## src/rtl/spi_flash_arbiter.sv

```systemverilog
// Round-robin arbiter that shares one spi_flash_reader command port among
// N_REQ requesters and routes returned bytes back with a one-hot valid.
module spi_flash_arbiter #(
  parameter int N_REQ = 3
) (
  input  logic                  clk,
  input  logic                  rst,
  input  logic [N_REQ-1:0]      req_valid,
  input  logic [24*N_REQ-1:0]   req_addr,
  input  logic [16*N_REQ-1:0]   req_len,
  output logic [N_REQ-1:0]      req_ready,
  output logic [7:0]            resp_data,
  output logic [N_REQ-1:0]      resp_valid,
  output logic                  resp_last,
  output logic                  busy,
  output logic [23:0]           fr_addr,
  output logic [15:0]           fr_len,
  output logic                  fr_go,
  input  logic                  fr_rdy,
  input  logic [7:0]            fr_data,
  input  logic                  fr_valid
);

  localparam int PW = (N_REQ > 1) ? $clog2(N_REQ) : 1;

  typedef enum logic [1:0] {IDLE, ISSUE, XFER} state_t;

  state_t          state, state_next;
  logic [PW-1:0]   rr_ptr;
  logic [PW-1:0]   owner;
  logic [PW-1:0]   win;
  logic [PW-1:0]   cand;
  logic            found;
  logic [15:0]     cnt;
  int              idx;

  // Cyclic priority search starting at rr_ptr; first requester found wins.
  always_comb begin
    win   = '0;
    cand  = '0;
    found = 1'b0;
    idx   = 0;
    for (int i = 0; i < N_REQ; i++) begin
      idx  = (int'(rr_ptr) + i) % N_REQ;
      cand = PW'(idx);
      if (!found && req_valid[cand]) begin
        found = 1'b1;
        win   = cand;
      end
    end
  end

  always_comb begin
    state_next = state;
    case (state)
      IDLE:    if (found) state_next = ISSUE;
      ISSUE:   if (fr_rdy) state_next = XFER;
      XFER:    if (fr_valid && cnt == 16'd0) state_next = IDLE;
      default: state_next = IDLE;
    endcase
  end

  always_ff @(posedge clk or posedge rst) begin
    if (rst) state <= IDLE;
    else     state <= state_next;
  end

  // Grant latching and response routing; pulses default low every cycle.
  always_ff @(posedge clk or posedge rst) begin
    if (rst) begin
      rr_ptr     <= '0;
      owner      <= '0;
      cnt        <= '0;
      fr_addr    <= '0;
      fr_len     <= '0;
      req_ready  <= '0;
      resp_data  <= '0;
      resp_valid <= '0;
      resp_last  <= 1'b0;
    end else begin
      req_ready  <= '0;
      resp_valid <= '0;
      resp_last  <= 1'b0;
      if (state == IDLE && found) begin
        owner     <= win;
        fr_addr   <= req_addr[24*win +: 24];
        fr_len    <= req_len[16*win +: 16];
        cnt       <= req_len[16*win +: 16];
        req_ready <= N_REQ'(1) << win;
        rr_ptr    <= (win == PW'(N_REQ-1)) ? '0 : win + 1'b1;
      end
      if (state == XFER && fr_valid) begin
        resp_data  <= fr_data;
        resp_valid <= N_REQ'(1) << owner;
        resp_last  <= (cnt == 16'd0);
        cnt        <= cnt - 16'd1;
      end
    end
  end

  assign fr_go = (state == ISSUE);
  assign busy  = (state != IDLE);

endmodule

```

## config.mk

```make
export PLATFORM = sky130hd
export DESIGN_NAME = spi_flash_arbiter
export DESIGN_NICKNAME = d
export VERILOG_FILES = /design/src/rtl/spi_flash_arbiter.sv
export SDC_FILE = /design/constraint.sdc
export NUM_CORES = 1
export LEC_CHECK = 0
export CAP_MARGIN = 5
export CORE_UTILIZATION = 39
export CTS_CLUSTER_SIZE = 30
export DETAILED_ROUTE_END_ITERATION = 6
export PLACE_DENSITY = 0.78
export SLEW_MARGIN = 15
export SYNTH_ARGS = -nofsm -noshare
export SYNTH_HDL_FRONTEND = slang
export SYNTH_SLANG_ARGS = --single-unit
```

## constraint.sdc

```tcl
create_clock -name clk -period 2.3 [get_ports clk]
set_clock_uncertainty 0.15 [all_clocks]
set_input_delay 0.23 -clock clk [delete_from_list [all_inputs] [get_ports clk]]
set_output_delay 0.23 -clock clk [all_outputs]
set_load 0.02 [all_outputs]
```

==> flow_metrics.py <==
metrics = {
    "outcome": {
        "status": "complete, but fails checks",
        "violations": "setup timing",
    },
    "cts": {
        "clock_latency_ns": 0.33,
        "cts_tree": "yes",
        "postCtsHoldBufs": 0,
        "cts_buffer_depth": 2,
        "cts_made_buffers": 9,
        "cts-root-buf": "clkbuf_16",
        "clk_pin_slew_ns": 0.06,
        "cts-htree-levels": 3,
        "cts_sinks": 77,
    },
    "critical_path": {
        "worstSetupEndpointType": "flop",
        "crit_required_ns": 2.35,
        "r2r.worst_path.cells": 10,
        "cp_data_arrival_time_ns": 2.58,
        "crit_fanout": 6,
        "ff2ff_setup_slack_ns": -0.23,
        "crit_path_start_kind": "flop",
        "reg2reg_to": "cnt[12]",
        "critical_path_class": "reg -> reg",
        "r2r-start": "rr_ptr[1]",
    },
    "placement": {
        "portBuffers": 191,
        "hpwl_mm": 11.1,
        "globalplace.congestion": 0.917,
    },
    "hold_path": {
        "worst_hold_path_type": "in -> async",
    },
    "timing": {
        "worstMarginPinSlew_ns": 0.470,
        "finalCriticalPeriod_ns": 2.53,
        "drv_slew": 0,
        "relSlewSlack_pct": 68.6,
        "fin_ws_ns": -0.229,
        "grt_setup_unrepaired": "true",
        "fin_crit_sh_pct": 110,
        "max_freq_mhz": 395,
        "setup_viol": 63,
        "hold_viol_final": 0,
    },
    "flow_run": {
        "maxCapViolCount": 0,
    },
    "detailed_routing": {
        "via_per_inst": 5.88,
        "post_drt_wl_per_cell_um": 21.0,
        "ant_nets": 0,
        "drtIter0Drc": 354,
        "routed_wl_mm": 17.8,
        "drc": 0,
        "drt_first_pass_iters": 5,
        "via_count": 4999,
    },
    "synthesis": {
        "synth_nets": 617,
        "syn_inst": 477,
        "synth-edff-count": 0,
        "ys_types": 55,
        "synth_ff_type": "dfrtp_1",
        "ys_top_cells_by_area": "dfrtp_1, nand2_1, a211oi_1",
        "avgSynthCellArea_um2": 9.34,
        "yosysWarningCount": 0,
        "ys_ff_latch": 77,
        "synth_top_area_share_pct": 43.3,
        "synthTopCellsByCount": "dfrtp_1, nand2_1, o21ai_0",
        "syn_area_um2": 4450,
        "synth_top_cell_by_area": "dfrtp_1",
        "seq_area_frac_synth_pct": 43.3,
        "async_flop_share_pct": 100,
        "synth_most_common_cell": "dfrtp_1",
    },
    "die": {
        "initial_core_util_pct": 40.5,
        "die_h_um": 109,
        "rows": 38,
        "io-pin-count": 192,
        "design.die.area_um2": 11800,
        "fp.dieW_um": 109,
        "core_area_um2": 11000,
    },
    "grt": {
        "grt_usage_pct": 29.8,
        "grt_overflow_total": 0,
        "antenna_found_initial": 0,
        "grt_pass1_vias": 5243,
        "grt_start_max_net_pins": 78,
        "grt_pass1_wl_mm": 26.6,
    },
    "power": {
        "finalPower_uw": 12200,
        "p_leak_uw": 0.00313,
        "ir_drop_mv": 1.23,
        "p_per_area_nw_per_um2": 1580,
    },
    "cells_and_area": {
        "fin_util_pct": 70.4,
        "diodes": 0,
        "area_growth_pct": 73.6,
        "final_nets": 845,
        "regArea_um2": 1930,
        "fillerInstances": 797,
        "final_layout_size_suffix_gt1_share_pct": 21.1,
        "multi_input_area_um2": 2480,
    },
}
## critical path, cell delays in order (launching register included)
cell	delay, ns
dfrtp_1	0.43
inv_2	0.11
ha_4	0.20
mux2i_4	0.29
mux2i_4	0.12
or2_4	0.28
o21ai_4	0.18
buf_6	0.18
buf_12	0.13
a311o_1	0.20
o211ai_1	0.13
## routing by layer
layer	vias up	global-route usage, %	routed length [um]	part of all wire (%)
met5	-	0	0	0
met2	305	49.6	8550	48
li1	2242	-	-	-
met1	2388	35.1	6820	38
met3	64	7.35	1730	9.7
met4	0	16.5	728	4.1
## layout by cell type, fill, tap and decap left out, types with 3 or more instances in the layout
cell type	count
o21ai_1	35
o21ai_0	20
clkbuf_16	12
ha_4	4
bufinv_16	3
buf_4	40
nand4_1	13
clkdlybuf4s50_1	191
o211ai_1	15
o21ai_2	3
and3_1	8
mux2_2	9
and3_4	5
a21oi_1	3
o2111a_1	12
dfrtp_1	77
a211oi_2	17
nand3b_1	5
a311o_1	16
or3_1	3
nor3b_1	3
nand2b_1	5
nand3_1	25
a211oi_1	7
buf_16	3
buf_12	15
nand2_1	51
buf_6	6
nand3_2	3
inv_1	7
nor2_4	3
nor2_1	23
nor3_1	19
## cell type report
class | instances | area share [%]
Inverter | 10 | 0.534
Timing Repair Buffer | 259 | 35.8
Tap cell | 140 | 2.27
Sequential cell | 77 | 24.9
Clock inverter | 6 | 1.44
Multi-Input combinational cell | 348 | 32.0
Clock buffer | 10 | 2.96
## cell families after synthesis
group	Yosys count	synth area share (%)
buf+inv	52	6.97
fa+ha+maj	5	1.40
flops	77	43.3
simple gates	187	21.7
mux	12	3.51
compound gates	144	23.2
## state kept, by name, summed over array words and instances, names as in the netlist
register,cells
cnt,16
state,2
fr_addr,24
resp_data,8
resp_last,1
fr_len,16
req_ready,3
resp_valid,3
rr_ptr,2
owner,2
## per-stage QoR
stage,setup TNS (ns),cells,cell area (um^2),hold slack (ns),setup WS (ns)
floorplan,0,477,4460,0.188,0.0171
global placement,-3.88,810,6760,0.308,-0.158
detailed placement,-8.23,810,6760,0.315,-0.232
CTS,-2.75,840,7490,0.238,-0.102
global route,-12.84,850,7730,0.236,-0.292
finish,-7.66,850,7730,0.165,-0.229
## power by group
| part | internal (uW) | switching [uW] |
|---|---|---|
| Combinational | 3930 | 4120 |
| Clock | 1060 | 577 |
| Sequential | 2040 | 484 |
## worst max path at each step
stage / start / cells past startpoint / to / slack, ns
after floorplan: rr_ptr[0] / 10 / cnt[2] / 0.02
after global placement: rr_ptr[1] / 9 / cnt[2] / -0.16
after detailed placement: rr_ptr[1] / 9 / cnt[12] / -0.23
after CTS: rr_ptr[1] / 10 / cnt[1] / -0.10
after global routing: rr_ptr[1] / 10 / cnt[12] / -0.29
final: rr_ptr[1] / 10 / cnt[12] / -0.23
## timing repair
action                     in CTS  in global routing
buffers inserted                9                  9
resized for setup              43                 43
cloned                          5                  3
pin swaps                       5                 30
setup endpoints to repair      64                 64
(Power assumes the default switching activity.)
